[src/rtl/fetch_exec_sequencer.sv]
// T-state sequencer and control-word decoder for the 8-bit CPU.
// Optional macro SKIP_IDLE_T_EN: return to T1 right after an opcode's last non-empty step.
module fetch_exec_sequencer #(
  parameter int OPC_W = 4,
  parameter int CW_W  = 16
) (
  input  logic             clk,
  input  logic             reset_n,
  input  logic             run,
  input  logic [OPC_W-1:0] opcode,
  input  logic             flag_c,
  input  logic             flag_z,
  output logic [CW_W-1:0]  ctrl_word,
  output logic [2:0]       t_state,
  output logic             halted
);

`ifdef SKIP_IDLE_T_EN
  localparam bit SKIP_IDLE = 1'b1;
`else
  localparam bit SKIP_IDLE = 1'b0;
`endif

  typedef enum logic [2:0] {
    T1 = 3'd1,
    T2 = 3'd2,
    T3 = 3'd3,
    T4 = 3'd4,
    T5 = 3'd5,
    T6 = 3'd6
  } t_state_e;

  // Control word bit map
  localparam logic [CW_W-1:0] PC_INC   = CW_W'(1) << 0;
  localparam logic [CW_W-1:0] LOAD_PC  = CW_W'(1) << 1;
  localparam logic [CW_W-1:0] PC_O_EN  = CW_W'(1) << 2;
  localparam logic [CW_W-1:0] MAR_IN   = CW_W'(1) << 3;
  localparam logic [CW_W-1:0] RAM_O_EN = CW_W'(1) << 4;
  localparam logic [CW_W-1:0] RAM_WR   = CW_W'(1) << 5;
  localparam logic [CW_W-1:0] IR_IN    = CW_W'(1) << 6;
  localparam logic [CW_W-1:0] A_IN     = CW_W'(1) << 7;
  localparam logic [CW_W-1:0] A_O_EN   = CW_W'(1) << 8;
  localparam logic [CW_W-1:0] B_IN     = CW_W'(1) << 9;
  localparam logic [CW_W-1:0] ALU_O_EN = CW_W'(1) << 10;
  localparam logic [CW_W-1:0] ALU_SUB  = CW_W'(1) << 11;
  localparam logic [CW_W-1:0] FLAGS_IN = CW_W'(1) << 12;
  localparam logic [CW_W-1:0] OUT_IN   = CW_W'(1) << 13;
  localparam logic [CW_W-1:0] HALT     = CW_W'(1) << 14;

  localparam logic [OPC_W-1:0] OP_LDA = OPC_W'(4'h1);
  localparam logic [OPC_W-1:0] OP_ADD = OPC_W'(4'h2);
  localparam logic [OPC_W-1:0] OP_SUB = OPC_W'(4'h3);
  localparam logic [OPC_W-1:0] OP_STA = OPC_W'(4'h4);
  localparam logic [OPC_W-1:0] OP_LDI = OPC_W'(4'h5);
  localparam logic [OPC_W-1:0] OP_JMP = OPC_W'(4'h6);
  localparam logic [OPC_W-1:0] OP_JC  = OPC_W'(4'h7);
  localparam logic [OPC_W-1:0] OP_JZ  = OPC_W'(4'h8);
  localparam logic [OPC_W-1:0] OP_OUT = OPC_W'(4'hE);
  localparam logic [OPC_W-1:0] OP_HLT = OPC_W'(4'hF);

  t_state_e        state_q, state_d;
  logic            halted_q, halted_d;
  logic            taken_q, taken_d;
  logic [CW_W-1:0] word;
  logic            jump_now;
  logic            jump_taken;
  logic            opr3;
  t_state_e        last_step;
  logic            end_of_instr;

  always_ff @(posedge clk or negedge reset_n) begin
    if (!reset_n) begin
      state_q  <= T1;
      halted_q <= 1'b0;
      taken_q  <= 1'b0;
    end else begin
      state_q  <= state_d;
      halted_q <= halted_d;
      taken_q  <= taken_d;
    end
  end

  // Branch decision is taken from the flags seen in T3 and held for T4 onward.
  always_comb begin
    jump_now = 1'b0;
    if (opcode == OP_JMP)     jump_now = 1'b1;
    else if (opcode == OP_JC) jump_now = flag_c;
    else if (opcode == OP_JZ) jump_now = flag_z;
    jump_taken = (state_q == T3) ? jump_now : taken_q;
    opr3 = (opcode == OP_LDA) || (opcode == OP_ADD) ||
           (opcode == OP_SUB) || (opcode == OP_STA);
  end

  always_comb begin
    word = '0;
    unique case (state_q)
      T1: word = PC_O_EN | MAR_IN;
      T2: word = RAM_O_EN | IR_IN | PC_INC;
      T3: begin
        if (opr3 || opcode == OP_LDI)   word = PC_O_EN | MAR_IN;
        else if (opcode == OP_JMP || opcode == OP_JC || opcode == OP_JZ)
          word = jump_now ? (PC_O_EN | MAR_IN) : PC_INC;
        else if (opcode == OP_OUT)      word = A_O_EN | OUT_IN;
        else if (opcode == OP_HLT)      word = HALT;
        else                            word = '0;
      end
      T4: begin
        if (opr3)                       word = RAM_O_EN | MAR_IN | PC_INC;
        else if (opcode == OP_LDI)      word = RAM_O_EN | A_IN | PC_INC;
        else if ((opcode == OP_JMP || opcode == OP_JC || opcode == OP_JZ) && taken_q)
          word = RAM_O_EN | LOAD_PC;
        else                            word = '0;
      end
      T5: begin
        if (opcode == OP_LDA)           word = RAM_O_EN | A_IN;
        else if (opcode == OP_ADD || opcode == OP_SUB)
          word = RAM_O_EN | B_IN;
        else if (opcode == OP_STA)      word = A_O_EN | RAM_WR;
        else                            word = '0;
      end
      T6: begin
        if (opcode == OP_ADD)           word = ALU_O_EN | A_IN | FLAGS_IN;
        else if (opcode == OP_SUB)      word = ALU_O_EN | ALU_SUB | A_IN | FLAGS_IN;
        else                            word = '0;
      end
      default: word = '0;
    endcase
  end

  always_comb begin
    last_step = T3;
    if (opcode == OP_LDA || opcode == OP_STA)      last_step = T5;
    else if (opcode == OP_ADD || opcode == OP_SUB) last_step = T6;
    else if (opcode == OP_LDI)                     last_step = T4;
    else if (opcode == OP_JMP || opcode == OP_JC || opcode == OP_JZ)
      last_step = jump_taken ? T4 : T3;
    // opcode is only meaningful from T3 on, so fetch steps never end an instruction early
    end_of_instr = (state_q == T6) ||
                   (SKIP_IDLE && state_q >= T3 && state_q == last_step);
  end

  always_comb begin
    state_d  = state_q;
    halted_d = halted_q;
    taken_d  = taken_q;
    if (halted_q) begin
      state_d = T1;
    end else if (run) begin
      if (state_q == T3) taken_d = jump_now;
      if (state_q == T3 && opcode == OP_HLT) begin
        halted_d = 1'b1;
        state_d  = T1;
      end else if (end_of_instr) begin
        state_d = T1;
      end else begin
        state_d = t_state_e'(state_q + 3'd1);
      end
    end
  end

  always_comb begin
    ctrl_word = '0;
    if (!reset_n)      ctrl_word = '0;
    else if (halted_q) ctrl_word = HALT;
    else if (run)      ctrl_word = word;
  end

  assign t_state = state_q;
  assign halted  = halted_q;

endmodule

[config.mk]
export PLATFORM = sky130hd
export DESIGN_NAME = fetch_exec_sequencer
export DESIGN_NICKNAME = d
export VERILOG_FILES = /design/src/rtl/fetch_exec_sequencer.sv
export SDC_FILE = /design/constraint.sdc
export NUM_CORES = 1
export LEC_CHECK = 0
export ABC_AREA = 1
export CORE_MARGIN = 2
export CORE_UTILIZATION = 38
export CTS_BUF_LIST = sky130_fd_sc_hd__clkbuf_8
export CTS_CLUSTER_SIZE = 8
export DETAILED_ROUTE_END_ITERATION = 6
export GPL_TIMING_DRIVEN = 0
export HOLD_SLACK_MARGIN = 0.05
export PLACE_DENSITY_LB_ADDON = 0.3
export SYNTH_ARGS = -nofsm -noshare
export SYNTH_HDL_FRONTEND = slang
export SYNTH_SLANG_ARGS = --single-unit
export TNS_END_PERCENT = 20
[constraint.sdc]
create_clock -name clk -period 1.57 [get_ports clk]
set_input_delay 0.314 -clock clk [delete_from_list [all_inputs] [get_ports clk]]
set_output_delay 0.314 -clock clk [all_outputs]
set_load 0.1 [all_outputs]
-- Word-level counts from Yosys, hierarchy flattened
Index checks and enable logic that the tools add are counted.
- flip-flop bits (word level): 5
- bits of input ports: 9
- logic and storage cells: 59
- $add $sub $neg: 1
- equality and inequality tests: 16
- multiplexer cells: 27
- bitwise gates (word level): 1
- reductions and logical operators: 11
- operators with widths (operator ; number):
    15-bit 2-to-1 mux ; 6
    15-bit case mux with 6 select lines ; 1
    13-bit 2-to-1 mux ; 2
    10-bit 2-to-1 mux ; 2
    4-bit by 3-bit equality test with 1-bit output (second input constant) ; 4
    16-bit 2-to-1 mux ; 1
    8-bit 2-to-1 mux ; 2
    4-bit equality test (second input constant) ; 3
    3-bit 2-to-1 mux ; 4
    3-bit equality test (second input constant) ; 3
    9-bit 2-to-1 mux ; 1
    4-bit by 2-bit equality test with 1-bit output (second input constant) ; 2
    1-bit logical OR ; 7
    3-bit by 2-bit equality test with 1-bit output (second input constant) ; 2
    1-bit 2-to-1 mux ; 6
    5-bit 2-to-1 mux ; 1
    4-bit by 1-bit equality test with 1-bit output (second input constant) ; 1
    4-bit 2-to-1 mux ; 1
    3-bit by 1-bit adder with 3-bit output (second input constant) ; 1
    3-bit by 1-bit equality test with 1-bit output (second input constant) ; 1
    3-bit AND reduction ; 1
    1-bit logical AND ; 2
    2-bit nonzero test ; 1
    1-bit NOT ; 1

-- Longest topological paths before layout
- depth in word-level cells: 11
- gate-level depth with buffers: 9
- mapped depth without buffers: 9

-- Worst setup path after synthesis
Ideal clock, no wire load.
- path type: register to output
- from: register state_q[1], in the netlist t_state[1]
- to: output ctrl_word[14]
- arrival: 3.774 ns
- slack: -2.518 ns
- stages on the path, launching flop included: 8
- path buffers: 0
- cell sequence: dfrtp_1 > nand2_1 > inv_1 > ha_1 > nand3_1 > nor3_2 > nor2_1 > nor3_1
- cells in the longest elaborated chain, start to end: 5
- ends and longest elaborated chain (what ; line ; text):
    start, declared ; 61 ; t_state_e state_q, state_d;
    start signal, assigned ; 77 ; state_q <= state_d;
    3-bit equality test, or another cell as far along ; 96 ; unique case (state_q)
    15-bit case mux with 6 select lines (*) ; 96 ;
    15-bit 2-to-1 mux (*) ; 165 ; else if (run) ctrl_word = word;
    15-bit 2-to-1 mux (*) ; 164 ; else if (halted_q) ctrl_word = HALT;
    16-bit 2-to-1 mux (*) ; 163 ; if (!reset_n) ctrl_word = '0;
    end, declared ; 13 ; output logic [CW_W-1:0] ctrl_word,
Mark *: on every way between the ends. The rest lies on a longest branch, timed or not.

-- Worst setup path after layout
- from: register state_q[0], in the netlist t_state[0]
- to: output ctrl_word[8]
The elaborated chain is that of the path after synthesis.

==> reports/results.tsv <==
metric	value	unit
die area	2005	µm²
Netlist cell types	25	
Die H	44.78	µm
CTS Root Cell	clkbuf_8	
DP Wirelength	1.458	mm
Synth Register Bits	5	
Crit. End Element	output pin	
vias in the first global route	821	
# nets final	149	
GP Congestion	0.8687	
Max-cap violations	0	
CP Data Required Time	1.26	ns
outcome	complete, but fails checks	
largest net degree at the start of global routing	8	
worst rel slew slack	36.50	%
Vias/cell	5.578	
clock sink total	5	
H-tree depth	1	
Mapped Cells	104	
clk slew on worst S/H paths	0.04	ns
Seq/Total Area, Yosys	20.00	%
Worst-Skew Late Latency	0.23	ns
ratio of cells with drive above 1 in the final layout	53.62	%
Post-DRT Antenna Nets	0	
Mapped Nets	114	
TritonRoute pass-1 iters	5	
Max IR drop VDD	899.7	µV
f_max	450.1	MHz
core area	1524	µm²
clock tree buffer depth	2	
final setup margin	-0.6518	ns
Worst Max-Slew Pin Slew	0.9562	ns
die width	44.78	µm
CP startpoint kind	register	
Initial Utilization	41.46	%
final period utilization	141.5	%
Cell Area, Synth	631.9	µm²
Tmin final	2.222	ns
Setup CP Type	register to output pin	
# setup viols final	20	
Cells after DPL	147	
worst min path class	input pin to async pin	
CP Max Fanout	4	
Slew Limit Fails	0	
IO Port Bufs	27	
Layout area overhead	110.1	%
initial drt markers	27	
CTS tree	yes	
total global routing overflow	0	
Inserted Diodes	0	
YS warnings	0	
Power, Total	0.001377	W
Hold Vio Cnt, Final	0	
DRC violations left	0	
initial antenna violation count	0	
boundary pin count	29	
Finished Layout Cells	154	
vias	859	
Mean Syn Cell Area	6.076	µm²
first-pass GRT wire length	3.519	mm
WL per Instance	15.23	µm
Worst Path Arrival	1.91	ns
Leak Pwr	0.6147	nW
Clock Skew	0.005309	ns
RSZ-0062 raised after global routing	yes	
final wirelength	2.346	mm
CTS Buf Count	3	
failing checks	setup timing	
cts hold-fix bufs	0	
Power Density	1037	nW/µm²
row count	14	
Overall Global Routing Usage	23.98	%
[per-stage QoR]
stage          TNS [ns]  cell area, µm²  worst slack, ns  utilization (%)  hold WS [ns]
4_1_cts          -9.586            1255          -0.6423            82.35       0.05591
3_5_place_dp     -24.59            1044           -1.670            68.47        0.5160
6_report         -9.529            1328          -0.6518            87.11       0.05440
3_3_place_gp     -24.31            1044           -1.672            68.47        0.4976
2_1_floorplan    -12.58           753.2           -1.025                -       0.01841
5_1_grt          -10.78            1328          -0.7276            87.11       0.07440
[logic make-up after synthesis]
kind of cell               share of synthesized area (%)
adders and majority gates                          1.980
other                                             0.5935
and+or+nand+nor                                    55.84
DFF                                                20.00
buffers and inverters                              13.07
AOI/OAI and AO/OA                                  8.515
[routing by layer]
layer,up-vias,share of wire (%),GRT usage [%]
met1,409,37,27.43
met3,6,6.6,7.200
met2,45,54,42.61
met5,-,0,0
li1,399,-,-
met4,0,2.3,7.647
[synth_stat cells]
| library cell | instances | share of area [%] |
|---|---|---|
| or2_2 | 1 | 0.99 |
| nor3_1 | 3 | 2.4 |
| buf_4 | 2 | 2.4 |
| ha_1 | 1 | 2.0 |
| nor2_8 | 1 | 3.2 |
| nand3_2 | 2 | 3.2 |
| dfrtp_1 | 4 | 16 |
| nand2_4 | 1 | 1.8 |
| o31ai_1 | 3 | 3.6 |
| o21ai_0 | 2 | 1.6 |
| conb_1 | 1 | 0.59 |
| nand3b_1 | 1 | 1.2 |
| nor2_1 | 17 | 10 |
| nor3b_2 | 1 | 2.0 |
| nor2_2 | 4 | 4.0 |
| nand4_1 | 1 | 0.99 |
| nor3_2 | 2 | 3.2 |
| o22ai_1 | 1 | 0.99 |
| inv_2 | 2 | 1.2 |
| dfstp_2 | 1 | 4.2 |
| nand2_1 | 21 | 12 |
| nand3_1 | 12 | 9.5 |
| a21oi_1 | 3 | 2.4 |
| inv_1 | 16 | 9.5 |
| nand2_2 | 1 | 0.99 |
[area by class of cell]
| type | instances | area [µm²] |
|---|---|---|
| flip-flops and latches | 5 | 133.9 |
| well taps | 16 | 20.02 |
| clock buffers | 3 | 41.29 |
| clock inverters | 1 | 3.754 |
| plain buffers | 2 | 27.53 |
| fillers | 76 | 196.4 |
| inverters | 18 | 70.07 |
| multi-input cells | 79 | 589.3 |
| repair buffers | 30 | 441.7 |
[flip-flops by register name (all words and copies together), names as in the netlist]
signal and cells:
halted 1, t_state 3, taken_q 1
[what timing repair did]
item	CTS	global route
pin swaps	3	3
setup endpoints to repair	19	21
resized for setup	146	20
buffers inserted	3	0
[where the power goes]
| part | internal (W) | leakage, nW | switching (W) |
|---|---|---|---|
| clock network | 0.000168 | 0.0269 | 0.0000694 |
| registers | 0.000178 | 0.0593 | 0.0000595 |
| logic | 0.000255 | 0.528 | 0.000646 |
| total | 0.000602 | 0.615 | 0.000775 |
[cells in the final DEF (no fill, tap or decap)]
| cell | synthesis | routed |
|---|---|---|
| nor2_2 | 4 | 14 |
| dlymetal6s2s_1 | 0 | 3 |
| ha_4 | 0 | 1 |
| dfstp_4 | 0 | 1 |
| dlygate4sd2_1 | 0 | 4 |
| inv_1 | 16 | 12 |
| inv_2 | 2 | 6 |
| a21oi_2 | 0 | 1 |
| o31ai_1 | 3 | 1 |
| dfrtp_2 | 0 | 3 |
| nor3b_4 | 0 | 1 |
| nand2_1 | 21 | 17 |
| o22ai_4 | 0 | 1 |
| nor2_8 | 1 | 1 |
| buf_6 | 0 | 1 |
| o21ai_0 | 2 | 2 |
| or2_2 | 1 | 1 |
| buf_8 | 0 | 2 |
| nand2_8 | 0 | 1 |
| o31ai_2 | 0 | 2 |
| inv_4 | 0 | 1 |
| nor2_4 | 0 | 2 |
| nand3_4 | 0 | 3 |
| nand3_1 | 12 | 10 |
| conb_1 | 1 | 1 |
| nor3_4 | 0 | 3 |
| dfrtp_1 | 4 | 1 |
| clkdlybuf4s15_2 | 0 | 2 |
| a21oi_1 | 3 | 2 |
| buf_4 | 2 | 3 |
| nand3b_1 | 1 | 1 |
| nand3_2 | 2 | 1 |
| nor3_1 | 3 | 1 |
| nor3_2 | 2 | 1 |
| buf_12 | 0 | 14 |
| clkdlybuf4s50_1 | 0 | 3 |
| nand4_1 | 1 | 1 |
| clkbuf_8 | 0 | 3 |
| nand2_2 | 1 | 5 |
| nor2_1 | 17 | 5 |
[critical path: stages (launching register included)]
cell,delay [ns]
dfstp_4,0.64
nand2_2,0.05
inv_2,0.06
ha_4,0.15
nand3_4,0.09
nand3b_1,0.28
o22ai_4,0.22
buf_12,0.19
[path summary, 6_finish.rpt]
check / startpoint / endpoint / slack, ns / cells after the start
setup / recovery: t_state[0]$_DFFE_PN1P_ / ctrl_word[8] / -0.65 / 7
hold / removal: reset_n / taken_q$_DFFE_PN0P_ / 0.05 / 1
setup reg to reg: t_state[0]$_DFFE_PN1P_ / t_state[0]$_DFFE_PN1P_ / -0.13 / 9
hold reg to reg: taken_q$_DFFE_PN0P_ / taken_q$_DFFE_PN0P_ / 0.55 / 2
max in group asynchronous: reset_n / t_state[0]$_DFFE_PN1P_ / 1.26 / 1
min in group clk: taken_q$_DFFE_PN0P_ / taken_q$_DFFE_PN0P_ / 0.55 / 2
No activity file was read; power rests on OpenSTA's default activity.
